==> src/rtl/codificador_hamming.sv <==
// Hamming(7,4) encoder feeding a codeword FIFO with valid/ready on both sides.
// Optional macro CODIFICADOR_INJETA_ERRO_EN adds Erro_pos to flip one stored codeword bit.
module codificador_hamming #(
  parameter int  PROFUNDIDADE = 4,
  localparam int LARG_PONT    = $clog2(PROFUNDIDADE)
) (
  input  logic                 clk,
  input  logic                 Reset,
  input  logic                 Controle,
`ifdef CODIFICADOR_INJETA_ERRO_EN
  input  logic [2:0]           Erro_pos,
`endif
  input  logic [3:0]           Entrada,
  input  logic                 Entrada_valida,
  output logic                 Entrada_pronta,
  output logic [6:0]           Saida,
  output logic                 Saida_valida,
  input  logic                 Saida_pronta,
  output logic [LARG_PONT:0]   Ocupacao
);

  localparam logic [LARG_PONT:0] CHEIO = (LARG_PONT + 1)'(PROFUNDIDADE);

  logic [6:0]           mem_q [PROFUNDIDADE];
  logic [LARG_PONT-1:0] wr_ptr_q, wr_ptr_d;
  logic [LARG_PONT-1:0] rd_ptr_q, rd_ptr_d;
  logic [LARG_PONT:0]   ocup_q, ocup_d;
  logic                 ativo_q;
  logic [6:0]           palavra_limpa;
  logic [6:0]           palavra_gravada;
  logic                 push;
  logic                 pop;

  always_comb begin
    palavra_limpa[6:3] = Entrada;
    palavra_limpa[0]   = Entrada[0] ^ Entrada[1] ^ Entrada[3];
    palavra_limpa[1]   = Entrada[0] ^ Entrada[2] ^ Entrada[3];
    palavra_limpa[2]   = Entrada[1] ^ Entrada[2] ^ Entrada[3];
  end

`ifdef CODIFICADOR_INJETA_ERRO_EN
  logic [6:0] mascara_erro;
  // Erro_pos counts codeword bits from 1; zero means no corruption.
  assign mascara_erro    = (Erro_pos == 3'd0) ? 7'd0 : 7'(7'd1 << (Erro_pos - 3'd1));
  assign palavra_gravada = palavra_limpa ^ mascara_erro;
`else
  assign palavra_gravada = palavra_limpa;
`endif

  // ativo_q keeps the input side closed while reset is asserted.
  assign Entrada_pronta = ativo_q & Controle & (ocup_q != CHEIO);
  assign Saida_valida   = Controle & (ocup_q != '0);
  assign Saida          = Saida_valida ? mem_q[rd_ptr_q] : 7'd0;
  assign Ocupacao       = ocup_q;

  assign push = Entrada_valida & Entrada_pronta;
  assign pop  = Saida_valida & Saida_pronta;

  always_comb begin
    wr_ptr_d = wr_ptr_q;
    rd_ptr_d = rd_ptr_q;
    ocup_d   = ocup_q;
    if (push) begin
      wr_ptr_d = wr_ptr_q + LARG_PONT'(1);
    end
    if (pop) begin
      rd_ptr_d = rd_ptr_q + LARG_PONT'(1);
    end
    if (push && !pop) begin
      ocup_d = ocup_q + (LARG_PONT + 1)'(1);
    end else if (pop && !push) begin
      ocup_d = ocup_q - (LARG_PONT + 1)'(1);
    end
  end

  always_ff @(posedge clk or negedge Reset) begin
    if (!Reset) begin
      wr_ptr_q <= '0;
      rd_ptr_q <= '0;
      ocup_q   <= '0;
      ativo_q  <= 1'b0;
    end else begin
      wr_ptr_q <= wr_ptr_d;
      rd_ptr_q <= rd_ptr_d;
      ocup_q   <= ocup_d;
      ativo_q  <= 1'b1;
    end
  end

  // Storage carries no reset so it can map onto plain RAM.
  always_ff @(posedge clk) begin
    if (push) begin
      mem_q[wr_ptr_q] <= palavra_gravada;
    end
  end

endmodule

==> config.mk <==
export PLATFORM = sky130hd
export DESIGN_NAME = codificador_hamming
export DESIGN_NICKNAME = d
export VERILOG_FILES = /design/src/rtl/codificador_hamming.sv
export SDC_FILE = /design/constraint.sdc
export NUM_CORES = 1
export LEC_CHECK = 0
export CAP_MARGIN = 20
export CORE_ASPECT_RATIO = 1.5
export CORE_UTILIZATION = 55
export CTS_CLUSTER_SIZE = 25
export DETAILED_ROUTE_END_ITERATION = 7
export DONT_BUFFER_PORTS = 1
export GPL_ROUTABILITY_DRIVEN = 0
export MAX_ROUTING_LAYER = met4
export PLACE_DENSITY = 0.7
export SLEW_MARGIN = 15
export SYNTH_ARGS = -nofsm -noshare
export SYNTH_HDL_FRONTEND = slang
export SYNTH_SLANG_ARGS = --single-unit
==> constraint.sdc <==
create_clock -name clk -period 1.9 [get_ports clk]
set_input_delay 0.285 -clock clk [delete_from_list [all_inputs] [get_ports clk]]
set_output_delay 0.285 -clock clk [all_outputs]
set_load 0.01 [all_outputs]
==> out/summary.txt, run 1 <==
clk slew on worst S/H paths: 0.07 ns
fraction of layout cells with a size suffix above 1: 27.72%
most frequent cell after synthesis: edfxtp_1
Max Cap Violations: 0
Die Width: 45.42 um
Area after DPL: 1648 um2
final core occ: 64.98%
Skew-Pair Late Insertion Delay: 0.28 ns
multi-input combinational cell area: 501.7 um2
CTS buffer count: 5
Yosys reg bits: 36
first-pass GRT wire length: 3636 um
worst r2r src: Ocupacao[2]
post-synthesis mux area share: 11.58%
Synth cell types: 21
Starting Density: 58.11%
diode count: 0
Mapped Cells: 89
Syn Area/Cell: 17.47 um2
min-delay src: Entrada[1]
unrepaired setup endpoints after global routing: true
largest fanout on the critical path: 5
Final min period: 1.871 ns
Primary FF master, synth: edfxtp_1
CTS Buffer Depth: 2
largest family of logic cells by synthesized area: multiplexers
Top Ports: 21
Die Y: 67.13 um
Final #Nets: 115
Req. time, crit path: 2.10 ns
H-tree Lvls: 2
Setup violations, final: 0
post-detail-place hpwl: 1655 um
worst vdd ir: 0.8029 mV
Worst EP arrival: 2.07 ns
root buffer cell: clkbuf_8
final hold violations: 0
vias per cell: 5.348
post-synthesis simple-gate area fraction: 6.195%
post-synth top area cell: edfxtp_1
Post-synth EDFFs: 28
core area: 2676 um2
vias in the first global route: 779
Async S/R FF share, synth: 22.22%
Ys Warns: 0
leakage: 0.6138 nW
CTS sink count: 36
sequential fraction of the synthesis area: 66.93%
CTS tree: built
worst min path class: in -> reg
fraction of the mapped netlist area in compound gates: 1.448%
FMAX: 534.5 MHz
IO buf count: 0
first element of the critical path: Ocupacao[2]
CP Capture Type: flop
Total Wirelength: 2330 um
top cell type's share of synthesized area: 54.06%
Setup crit start kind: flop
top cells by count, synth: edfxtp_1, and2_1, xnor2_1
final critical-path share of the clock period: 98.47%
initial antenna violation count: 0
starting DRC count in detailed routing: 14
Power Density: 1303 nW/um2
FF/Latch Area: 1044 um2
Layout Area Growth over Synthesis: 11.83%
Synthesized Nets: 104
fin. max-slew vios: 0
synthesized cell area: 1555 um2
grt total ovfl: 0
Worst Path Class, Setup: reg -> reg
DRC: 0
maximum number of pins on one net before global-route repair: 12
design area: 1739 um2
Clock Skew: 0.005895 ns
post-synthesis adder-cell area fraction: 5.310%
via count: 738
Fillers: 205
All-Layer GR Usage: 19.38%
Die Footprint: 3049 um2
status: finished, final reports clean
Area contributors post-synth: edfxtp_1, dfrtp_1, mux4_2, xnor2_1, and2_1
Routed Antenna Nets: 0
Routed WL per cell: 16.88 um
Post-Synth XOR/XNOR Area: 6.195%
Cell Rows: 23
first-pass iteration count of the detailed router: 4
[path summary, 6_finish.rpt]
path / end / slack [ns] / cells after the start
setup / recovery: Ocupacao[2] / 0.03 / 8
hold / removal: mem_q[1][4] / 0.1 / 0
setup reg to reg: Ocupacao[2] / 0.03 / 8
hold reg to reg: Ocupacao[2] / 0.57 / 1
max in group asynchronous: Ocupacao[2] / 1.26 / 1
min in group asynchronous: Ocupacao[1] / 0.35 / 1
[stage by stage]
stage / setup WS, ns / std cells / setup TNS (ns) / hold slack [ns] / total power [mW]
floorplan: -0.01689 / 89 / -0.01689 / -0.01059 / 1.634
global placement: 0.08952 / 129 / 0 / -0.01038 / 1.770
detailed placement: 0.03242 / 129 / 0 / -0.01040 / 1.784
CTS: 0.008362 / 138 / 0 / 0.08984 / 2.291
global route: -0.06230 / 138 / -0.06230 / 0.08546 / 2.397
finish: 0.02903 / 138 / 0 / 0.09518 / 2.266
[worst max-delay path: stages (launching register included)]
cell and delay, ns:
dfrtp_2 0.46, o31a_1 0.30, nand2_4 0.09, ha_4 0.13
inv_2 0.04, fa_2 0.32, xor2_1 0.15, nor2_1 0.13
xor2_1 0.17
[registers in the layout, indices dropped and copies added, names as in the netlist]
signal and cells:
Ocupacao 3, ativo_q 1, mem_q 28, rd_ptr_q 2
wr_ptr_q 2
[placed cells by master, fill, tap and decap left out, types with 2 or more instances in the layout]
master,synthesis,final
dfrtp_2,0,2
clkbuf_8,0,5
xor2_1,2,2
dfrtp_1,8,6
nand3_1,2,2
buf_4,0,6
edfxtp_1,28,28
inv_1,3,2
xnor2_1,9,9
mux2_2,2,2
and2_1,11,11
clkbuf_1,0,2
mux4_2,7,7
nor2_1,2,2
ha_1,5,4
[area by class of cell]
cell class / count / area share [%]
timing repair buffer: 7 / 3.165
inverter: 3 / 0.6475
clock buffer: 7 / 4.388
multi-input combinational: 47 / 28.85
clock inverter: 1 / 0.2878
tap: 37 / 2.662
sequential: 36 / 60.00
[routing by layer]
layer | GRT usage, % | routed length (um) | vias to the layer above
li1 | - | - | 343
met1 | 18.49 | 857 | 369
met2 | 32.86 | 1290 | 20
met3 | 5.149 | 123 | 6
met4 | 12.50 | 58 | 0
met5 | - | 0 | -
[cell families after synthesis]
| kind of cell | after synthesis |
|---|---|
| flip-flops | 36 |
| XOR/XNOR | 11 |
| adder cells (fa/ha/maj) | 6 |
| other | 1 |
| AND/OR/NAND/NOR | 17 |
| multiplexers | 9 |
| buffers and inverters | 6 |
| AO/OA/AOI/OAI | 3 |
[where the power goes]
| part | internal (mW) | leakage [nW] | switching (mW) |
|---|---|---|---|
| sequential | 0.980 | 0.344 | 0.110 |
| clock | 0.257 | 0.0422 | 0.246 |
| combinational | 0.360 | 0.227 | 0.313 |
| total | 1.60 | 0.614 | 0.670 |
[timing repair]
item,4_1_cts,5_1_grt
hold endpoints to repair,8,0
setup endpoints to repair,0,1
hold buffers,1,0
buffers inserted,0,0
gates resized for setup,0,1
Note: power is estimated with default switching activity, not from simulation.
==> run 2, diff against run 1 <==
--- a/config.mk
+++ b/config.mk
@@ -13,7 +13,7 @@
 export DONT_BUFFER_PORTS = 1
 export GPL_ROUTABILITY_DRIVEN = 0
 export MAX_ROUTING_LAYER = met4
-export PLACE_DENSITY = 0.7
+export PLACE_DENSITY = 0.67
 export SLEW_MARGIN = 15
 export SYNTH_ARGS = -nofsm -noshare
 export SYNTH_HDL_FRONTEND = slang
==> constraint.sdc (replaced) <==
create_clock -name clk -period 2.1 [get_ports clk]
set_input_delay 0.315 -clock clk [delete_from_list [all_inputs] [get_ports clk]]
set_output_delay 0.315 -clock clk [all_outputs]
set_load 0.01 [all_outputs]
==> run 2 against run 1 <==
  * Fmax down 5.1%
  * Clock-buffer cell count down 1
  * Register-to-register slack better by 0.10 ns
  * Sequential power down 6%
  * Wire length down 0.43%
  * Clock skew up 0.0021 ns
  * Hold slack better by 0.032 ns
  * Combinational power down 18%
  * Highest routed layer unchanged
==> out/summary.txt, run 2 (same netlist as run 1, synthesis figures left out) <==
CTS Buffer Depth: 2 (unchanged)
Worst Path Class, Setup: reg -> reg (unchanged)
worst r2r src: Ocupacao[1] (was Ocupacao[2])
fin. max-slew vios: 0 (unchanged)
design area: 1738 um2 (was 1739 um2)
Max Cap Violations: 0 (unchanged)
via count: 736 (was 738)
worst vdd ir: 0.7506 mV (was 0.8029 mV)
Worst EP arrival: 2.17 ns (was 2.07 ns)
Final min period: 1.971 ns (was 1.871 ns)
CTS buffer count: 5 (unchanged)
Place WS: 0.09084 ns (was 0.03242 ns)
largest fanout on the critical path: 5 (unchanged)
Top Ports: 21 (unchanged)
Skew-Pair Late Insertion Delay: 0.28 ns (about the same)
M2 GR Usage: 31.96% (was 32.86%)
Die Footprint: 3049 um2 (unchanged)
sequential power share: 47.4% (was 48.1%)
core area: 2676 um2 (unchanged)
vias in the first global route: 777 (was 779)
Top reg by flops: mem_q (unchanged)
worst setup margin: 0.1286 ns (was 0.02903 ns)
Cell Rows: 23 (unchanged)
Starting Density: 58.11% (unchanged)
Setup crit start kind: flop (unchanged)
first element of the critical path: Ocupacao[1] (was Ocupacao[2])
Req. time, crit path: 2.30 ns (was 2.10 ns)
grt total ovfl: 0 (unchanged)
Final #Nets: 114 (was 115)
most frequent cells in the layout: edfxtp_1, and2_1, xnor2_1 (unchanged)
Area after DPL: 1618 um2 (was 1648 um2)
maximum number of pins on one net before global-route repair: 12 (unchanged)
worst min path class: in -> reg (unchanged)
Die Y: 67.13 um (unchanged)
FMAX: 507.3 MHz (was 534.5 MHz)
Layout Area Growth over Synthesis: 11.75% (was 11.83%)
All-Layer GR Usage: 19.29% (was 19.38%)
Comb power frac: 25.8% (was 29.7%)
DRC: 0 (unchanged)
max reg flops: 28 (unchanged)
first-pass iteration count of the detailed router: 2 (was 4)
cell-internal power: 1.543 mW (was 1.596 mW)
Clock Skew: 0.007968 ns (was 0.005895 ns)
starting DRC count in detailed routing: 9 (was 14)
Routed WL per cell: 16.93 um (was 16.88 um)
Power Density: 1234 nW/um2 (was 1303 nW/um2)
CTS sink count: 36 (unchanged)
unrepaired setup endpoints after global routing: false (was true)
R2R Setup Slk: 0.13 ns (was 0.03 ns)
Switching Share: 28.01% (was 29.56%)
Setup violations, final: 0 (unchanged)
Final Hold Slack: 0.1275 ns (was 0.09518 ns)
min-delay src: Entrada[0] (was Entrada[1])
diode count: 0 (unchanged)
Routed Antenna Nets: 0 (unchanged)
Post-CTS Setup Inserts: 0 (unchanged)
Total Wirelength: 2320 um (was 2330 um)
Die Width: 45.42 um (unchanged)
P_sw: 600.6 uW (was 669.9 uW)
status: finished, final reports clean (unchanged)
leakage: 0.6169 nW (was 0.6138 nW)
IO buf count: 0 (unchanged)
first-pass GRT wire length: 3836 um (was 3636 um)
CTS tree: built (unchanged)
final hold violations: 0 (unchanged)
GRT busiest layer: met2 (unchanged)
fraction of layout cells with a size suffix above 1: 25.00% (was 27.72%)
clk slew on worst S/H paths: 0.07 ns (about the same)
root buffer cell: clkbuf_8 (unchanged)
H-tree Lvls: 2 (unchanged)
vias per cell: 5.372 (was 5.348)
CP Capture Type: flop (unchanged)
final critical-path share of the clock period: 93.88% (was 98.47%)
initial antenna violation count: 0 (unchanged)
met1 Usage GRT: 21.39% (was 18.49%)
setup TNS: 0 ns (unchanged)
Clk pwr share: 26.8% (was 22.2%)
post-detail-place hpwl: 1709 um (was 1655 um)
most common cell after layout, fill and taps aside: edfxtp_1 (unchanged)
met3 Use GR: 6.775% (was 5.149%)
==> run 2: area by class of cell <==
type	instances	area [um2]
multi-input cells	47	481.7
flip-flops and latches	36	1044
clock buffers	6	72.57
well taps	37	46.29
clock inverters	2	35.03
inverters	3	11.26
repair buffers	6	47.55
fillers	208	938.4
==> run 2: worst max-delay path, cell delays in order (launching register included) <==
cell     delay, ns
dfrtp_2       0.46
o31a_1        0.33
nand2_2       0.09
ha_1          0.18
inv_1         0.06
fa_1          0.38
xor2_1        0.15
nor2_1        0.11
xor2_1        0.14
==> run 2: path summary, 6_finish.rpt <==
kind / endpoint / depth (start not counted)
setup / recovery: Ocupacao[2] / 8
setup reg to reg: Ocupacao[2] / 8
hold / removal: mem_q[3][3] / 0
min in group asynchronous: rd_ptr_q[1] / 1
hold reg to reg: Ocupacao[0] / 1
max in group asynchronous: Ocupacao[1] / 1
==> run 2: timing repair <==
item                                   CTS  global route
endpoints found under the hold margin    8             0
hold buffers                             1             0
gates resized for setup                  0             2
setup endpoints to repair                0             1
==> run 2: metrics by stage <==
step / util, % / total power, mW / std cells
2_1_floorplan: - / 1.455 / 89
3_3_place_gp: 60.45 / 1.566 / 128
3_5_place_dp: 60.45 / 1.586 / 128
4_1_cts: 64.84 / 2.169 / 137
5_1_grt: 64.94 / 2.273 / 137
6_report: 64.94 / 2.144 / 137
==> run 2: metal layers <==
layer | routed length, um | up-vias
met2 | 1280 | 22
met3 | 117 | 5
met5 | 0 | -
met4 | 25 | 0
met1 | 897 | 368
li1 | - | 341
==> run 2: power groups by stage <==
stage                     Clock (mW)  Sequential, mW  Combinational (mW)
after floorplan                    0           0.977               0.478
after detailed placement           0            1.03               0.557
after CTS                      0.589            1.01               0.565
after global routing           0.621            1.03               0.620
final                          0.575            1.02               0.553
after global placement             0            1.02               0.543
==> run 3, diff against run 2 <==
--- a/config.mk
+++ b/config.mk
@@ -18,3 +18,4 @@
 export SYNTH_ARGS = -nofsm -noshare
 export SYNTH_HDL_FRONTEND = slang
 export SYNTH_SLANG_ARGS = --single-unit
+export TNS_END_PERCENT = 5
==> results of run 3 <==
The final DEF is identical to that of run 2; final timing and power are the same.
==> patch 1: new RTL, flow settings as in run 3 <==
The option `CODIFICADOR_INJETA_ERRO_EN` is turned on by a define.
--- a/src/rtl/codificador_hamming.sv
+++ b/src/rtl/codificador_hamming.sv
@@ -1,5 +1,7 @@
 // Hamming(7,4) encoder feeding a codeword FIFO with valid/ready on both sides.
 // Optional macro CODIFICADOR_INJETA_ERRO_EN adds Erro_pos to flip one stored codeword bit.
+`define CODIFICADOR_INJETA_ERRO_EN
+
 module codificador_hamming #(
   parameter int  PROFUNDIDADE = 4,
   localparam int LARG_PONT    = $clog2(PROFUNDIDADE)
Ports: changed (added Erro_pos); port bits go from 21 to 24. The function was not compared with the original's and may differ.
==> patch 1 against run 3 <==
Clock skew is 0.0039 ns lower; setup slack worse by 0.047 ns; power is 2.2% lower; worst hold slack better by 0.080 ns; combinational power is 12% higher; clock power is 17% lower; synthesized area is 8.5% higher; maximum frequency is 2.3% lower; routed wire length is 9.8% higher; synthesized cell count is 24% higher; final area is 6.4% higher; sequential cell count stayed put; largest cell class unchanged; largest power group unchanged; highest routed layer unchanged.
==> patch 1: results (changes against run 3) <==
| Metric | Value |
|---|---|
| Layout cells sized above 1 | `19.3% (-5.7 points)` |
| Skew-Pair Late Insertion Delay | `0.28 ns (about the same)` |
| WP data arrival | `2.22 ns (+0.05 ns)` |
| Hold path start | `Saida_pronta` |
| Skew final | `0.00403 ns (-0.00394 ns)` |
| RR Endpoint | `Ocupacao[2]` |
| Crit path from | `Ocupacao[1]` |
| Port bufs | `0 (unchanged)` |
| Post-synthesis sequential area ratio | `61.7% (-5.3 points)` |
| Area post-placement | `1750 sq um (+7.9%)` |
| Hold path depth | `2 (+2)` |
| Leakage Power | `0.663 nW (+7.4%)` |
| Layout Nets | `137 (+20%)` |
| Iter 0 DRT Violations | `6 (-3)` |
| Via density | `5.40 (+0.49%)` |
| CP max-delay cell | `dfrtp_2` |
| # diodes | `0 (unchanged)` |
| Dpl hpwl | `1880 um (+10%)` |
| Reg2Reg Depth | `8 (unchanged)` |
| Vias in the first global route | `888 (+14%)` |
| Post-CTS Setup Repair Bufs | `0 (unchanged)` |
| Status | `finished clean` |
| Fillers | `244 (+17%)` |
| R2R setup slack | `0.08 ns (-0.05 ns)` |
| Ranking of synthesized cells by area | `edfxtp_1 (50%), dfrtp_1 (12%), mux4_2 (9.3%)` |
| Area delta synth->final | `9.56%` |
| Gr usage total | `19.3% (+0.053 points)` |
| Drt first pass iters | `4 (+2)` |
| First-pass GRT wire length | `4190 um (+9.2%)` |
| Hold Path End | `rd_ptr_q[1]` |
| Most instantiated cells after synthesis | `edfxtp_1 (28), and2_1 (11), xnor2_1 (10)` |
| Yosys cell types | `24 (+14%)` |
| Peak VDD IR | `744 uV (-0.91%)` |
| Syn nets | `129 (+24%)` |
| Final WL | `2550 um (+9.8%)` |
==> patch 1: changes by cell type after synthesis, sizes merged <==
cell	before	now
nor2	2	6
nor3b	0	1
clkbuf	1	3
nand3b	0	1
nand3	2	3
nand2	2	5
ha	5	6
xor2	2	8
o31ai	0	1
xnor2	9	10
==> patch 1: logic make-up after synthesis <==
kind of cell	synth area share, %
buffers and inverters	2.37
AOI/OAI and AO/OA	1.78
xor gates and xnor gates	9.34
other	0.222
muxes	10.7
adders and majority gates	5.63
DFF	61.7
and+or+nand+nor	8.30
==> patch 1: metal layers <==
layer  GRT usage (%)  part of all wire (%)
met1            24.2                    40
met5               -                     0
met4            7.94                   2.0
met3            6.77                   3.4
met2            28.2                    55
==> patch 1: cell type report <==
type                            instances  share of cell area [%]
Inverter                                3                   0.609
Clock buffer                            7                    4.67
Multi-Input combinational cell         66                    32.9
Sequential cell                        36                    56.4
Clock inverter                          1                   0.203
Tap cell                               39                    2.64
Timing Repair Buffer                    6                    2.57
==> patch 1: what timing repair did <==
action	CTS	global route
hold buffers	1	0
endpoints found under the setup margin	0	1
endpoints found under the hold margin	8	0
gates resized for setup	0	2
==> patch 1: worst max-delay path by stage <==
stage                       end  slack, ns  cells after the start
floorplan           Ocupacao[2]       0.05                      9
global placement    Ocupacao[2]       0.16                      8
detailed placement  Ocupacao[2]       0.05                      8
CTS                 Ocupacao[2]       0.04                      8
global route        Ocupacao[2]      0.007                      8
finish              Ocupacao[2]       0.08                      8
==> patch 1: power breakdown <==
part | internal [W] | leakage, nW | switching, W
Clock | 0.000262 | 0.0459 | 0.000217
Combinational | 0.000320 | 0.272 | 0.000297
Sequential | 0.000894 | 0.345 | 0.000107
==> patch 1: worst max-delay path, delay by kind of cell, from the launching register on <==
family / cells / cell delay (ns)
adder cells (fa/ha/maj): 2 / 0.58
AND/OR/NAND/NOR: 2 / 0.22
AO/OA/AOI/OAI: 1 / 0.33
flip-flops: 1 / 0.46
buffers and inverters: 1 / 0.05
XOR/XNOR: 2 / 0.31
==> patch 1: metrics by stage <==
step	worst slack [ns]	hold slack [ns]	power, W	std cells
after floorplan	0.0527	0.0194	0.00150	110
after global placement	0.160	0.0196	0.00161	149
final	0.0820	0.208	0.00210	158
after global routing	0.00655	0.233	0.00225	158
after CTS	0.0377	0.203	0.00213	158
after detailed placement	0.0460	0.0196	0.00164	149
==> patch 2: new RTL, config.mk and constraints of run 3 <==
Made on the original files. Register the inputs `Controle`, `Entrada`, `Entrada_valida` and `Saida_pronta` before use. The logic sees them one clock later.
--- a/src/rtl/codificador_hamming.sv
+++ b/src/rtl/codificador_hamming.sv
@@ -21,6 +21,18 @@
 
   localparam logic [LARG_PONT:0] CHEIO = (LARG_PONT + 1)'(PROFUNDIDADE);
 
+  logic Controle_q;
+  logic [3:0] Entrada_q;
+  logic Entrada_valida_q;
+  logic Saida_pronta_q;
+
+  always_ff @(posedge clk) begin
+    Controle_q       <= Controle;
+    Entrada_q        <= Entrada;
+    Entrada_valida_q <= Entrada_valida;
+    Saida_pronta_q   <= Saida_pronta;
+  end
+
   logic [6:0]           mem_q [PROFUNDIDADE];
   logic [LARG_PONT-1:0] wr_ptr_q, wr_ptr_d;
   logic [LARG_PONT-1:0] rd_ptr_q, rd_ptr_d;
@@ -32,10 +44,10 @@
   logic                 pop;
 
   always_comb begin
-    palavra_limpa[6:3] = Entrada;
-    palavra_limpa[0]   = Entrada[0] ^ Entrada[1] ^ Entrada[3];
-    palavra_limpa[1]   = Entrada[0] ^ Entrada[2] ^ Entrada[3];
-    palavra_limpa[2]   = Entrada[1] ^ Entrada[2] ^ Entrada[3];
+    palavra_limpa[6:3] = Entrada_q;
+    palavra_limpa[0]   = Entrada_q[0] ^ Entrada_q[1] ^ Entrada_q[3];
+    palavra_limpa[1]   = Entrada_q[0] ^ Entrada_q[2] ^ Entrada_q[3];
+    palavra_limpa[2]   = Entrada_q[1] ^ Entrada_q[2] ^ Entrada_q[3];
   end
 
 `ifdef CODIFICADOR_INJETA_ERRO_EN
@@ -48,13 +60,13 @@
 `endif
 
   // ativo_q keeps the input side closed while reset is asserted.
-  assign Entrada_pronta = ativo_q & Controle & (ocup_q != CHEIO);
-  assign Saida_valida   = Controle & (ocup_q != '0);
+  assign Entrada_pronta = ativo_q & Controle_q & (ocup_q != CHEIO);
+  assign Saida_valida   = Controle_q & (ocup_q != '0);
   assign Saida          = Saida_valida ? mem_q[rd_ptr_q] : 7'd0;
   assign Ocupacao       = ocup_q;
 
-  assign push = Entrada_valida & Entrada_pronta;
-  assign pop  = Saida_valida & Saida_pronta;
+  assign push = Entrada_valida_q & Entrada_pronta;
+  assign pop  = Saida_valida & Saida_pronta_q;
 
   always_comb begin
     wr_ptr_d = wr_ptr_q;
Formal check against the unedited RTL: not equivalent (a bounded check fails within 4 cycles, from zero or initial values and one cycle with Reset low).
==> patch 2 against run 3 <==
Global-route usage down 1.1 points; setup slack better by 0.033 ns; power up 2.9%; sequential power up 9%; final area up 7.1%; routed wire length up 3.0%; sequential cell count up 7; core utilization down 1.0 points; synthesized area up 9.0%; maximum frequency up 1.7%; synthesized cell count up 7.9%; critical endpoint is now Ocupacao[1]; highest routed layer unchanged.
==> patch 2: results (changes against run 3) <==
| Metric | Value |
|---|---|
| Crit path kind | `flip-flop to flip-flop` |
| Leakage Power | `0.675 nW (+9.4%)` |
| Post-CTS Setup Repair Bufs | `0 (unchanged)` |
| Max H-tree Level | `2 (unchanged)` |
| Clk root buf | `clkbuf_8` |
| Resize count post-CTS | `0 (unchanged)` |
| CP max stage delay | `0.41 ns (-0.05 ns)` |
| Dpl hpwl | `1680 um (-1.8%)` |
| Port bufs | `0 (unchanged)` |
| Drt first pass iters | `2 (unchanged)` |
| Ranking of synthesized cells by area | `edfxtp_1 (50%), dfrtp_1 (12%), mux4_2 (9.3%)` |
| Gr usage total | `18.2% (-1.1 points)` |
| First-pass GRT wire length | `3820 um (-0.55%)` |
| Layout cells sized above 1 | `23.1% (-1.9 points)` |
| Max reg flops | `28 (unchanged)` |
| Peak VDD IR | `803 uV (+7.0%)` |
| Post-synth EDFFs | `28 (unchanged)` |
| Worst-path maximum fanout | `4 (-1)` |
| Hold path start | `Entrada[3]` |
| Iter 0 DRT Violations | `16 (+7)` |
| R2R setup slack | `0.16 ns (+0.03 ns)` |
| Largest net degree at the start of global routing | `14 (+2)` |
| Reg2Reg Depth | `7 (-1)` |
| CP top delay family | `adder cells` |
| Skew-Pair Late Insertion Delay | `0.29 ns` |
| Yosys cell types | `22 (+4.8%)` |
| Layout Nets | `122 (+7.0%)` |
| RR Startpoint | `Ocupacao[0]` |
| Status | `finished clean` |
| Skew final | `0.00865 ns (+0.000682 ns)` |
| Post-synthesis sequential area ratio | `69.7% (+2.7 points)` |
| Total CTS buffers | `5 (unchanged)` |
| WL/cell | `16.3 um (-4.0%)` |
| Vias in the first global route | `830 (+6.8%)` |
| Fillers | `228 (+9.6%)` |
| P_sw | `0.000642 W (+6.9%)` |
| Longest Clk Path Bufs | `2 (unchanged)` |
| Antenna violations before repair | `0 (unchanged)` |
| Post-synth ARST share | `18.6% (-3.6 points)` |
| CP max-delay cell | `fa_1` |
| Setup crit end | `Ocupacao[1]` |
| Clock slew at reported path FFs | `0.08 ns` |
| Via count | `768 (+4.3%)` |
| Syn nets | `111 (+6.7%)` |
| Most used flip-flop cell after synthesis | `edfxtp_1` |
| Reg with most FFs | `mem_q` |
| Most instantiated cells after synthesis | `edfxtp_1 (28), and2_1 (11), xnor2_1 (9)` |
| Top-area cell type share of the netlist area | `49.6% (-4.5 points)` |
| WP data arrival | `2.12 ns (-0.05 ns)` |
==> patch 2: metal layers <==
metal	vias to the layer above	share of wire, %	track usage [%]	wire [um]
met3	8	3.7	4.39	89
met5	-	0	-	0
met1	377	35	17.0	831
met2	21	58	30.4	1400
met4	0	3.0	11.4	72
li1	362	-	-	-
==> patch 2: cell type report <==
cell class / count / area share [%]
Inverter: 3 / 0.605
Clock inverter: 3 / 0.806
Timing Repair Buffer: 7 / 2.96
Tap cell: 39 / 2.62
Sequential cell: 43 / 63.4
Multi-Input combinational cell: 47 / 25.9
Clock buffer: 5 / 3.70
==> patch 2: how the worst min path moves through the flow <==
stage | endpoint | cells past startpoint | slack, ns
after floorplan | Ocupacao[0] | 0 | 0.02
after global placement | Ocupacao[1] | 0 | 0.02
after detailed placement | Ocupacao[1] | 0 | 0.02
after CTS | Saida_pronta_q | 0 | 0.03
after global routing | Entrada_q[3] | 0 | 0.03
final | Entrada_q[3] | 0 | 0.04
==> patch 2: logic make-up after synthesis <==
family / after synthesis / share of synthesized area [%]
multiplexers: 9 / 10.6
XOR/XNOR: 11 / 5.68
buffers and inverters: 6 / 1.92
other: 1 / 0.221
AO/OA/AOI/OAI: 3 / 1.33
flip-flops: 43 / 69.7
adder cells (fa/ha/maj): 6 / 4.87
AND/OR/NAND/NOR: 17 / 5.68
==> patch 2: per-stage QoR <==
step | cell area [sq um] | setup WS [ns] | std cells | util, % | hold slack [ns]
after CTS | 1860 | 0.168 | 147 | 63.9 | 0.0338
final | 1860 | 0.161 | 147 | 63.9 | 0.0423
after global placement | 1770 | 0.210 | 138 | 60.7 | 0.0196
after detailed placement | 1770 | 0.189 | 138 | 60.7 | 0.0196
after floorplan | 1700 | 0.0677 | 96 | - | 0.0194
after global routing | 1860 | 0.0656 | 147 | 63.9 | 0.0264
==> patch 2: power by group through the flow <==
stage / Combinational (W) / Sequential, W / Clock [W]
after floorplan: 0.000478 / 0.00113 / 0
after global placement: 0.000614 / 0.00112 / 0
after detailed placement: 0.000622 / 0.00113 / 0
after CTS: 0.000628 / 0.00111 / 0.000498
after global routing: 0.000689 / 0.00112 / 0.000531
final: 0.000618 / 0.00111 / 0.000483
==> patch 2: worst reg2reg max path, delay by kind of cell (launching register included) <==
family | cells | cell delay, ns
adders and majority gates | 2 | 0.64
DFF | 1 | 0.39
muxes | 1 | 0.28
buffers and inverters | 2 | 0.23
and+or+nand+nor | 1 | 0.18
AOI/OAI and AO/OA | 1 | 0.10
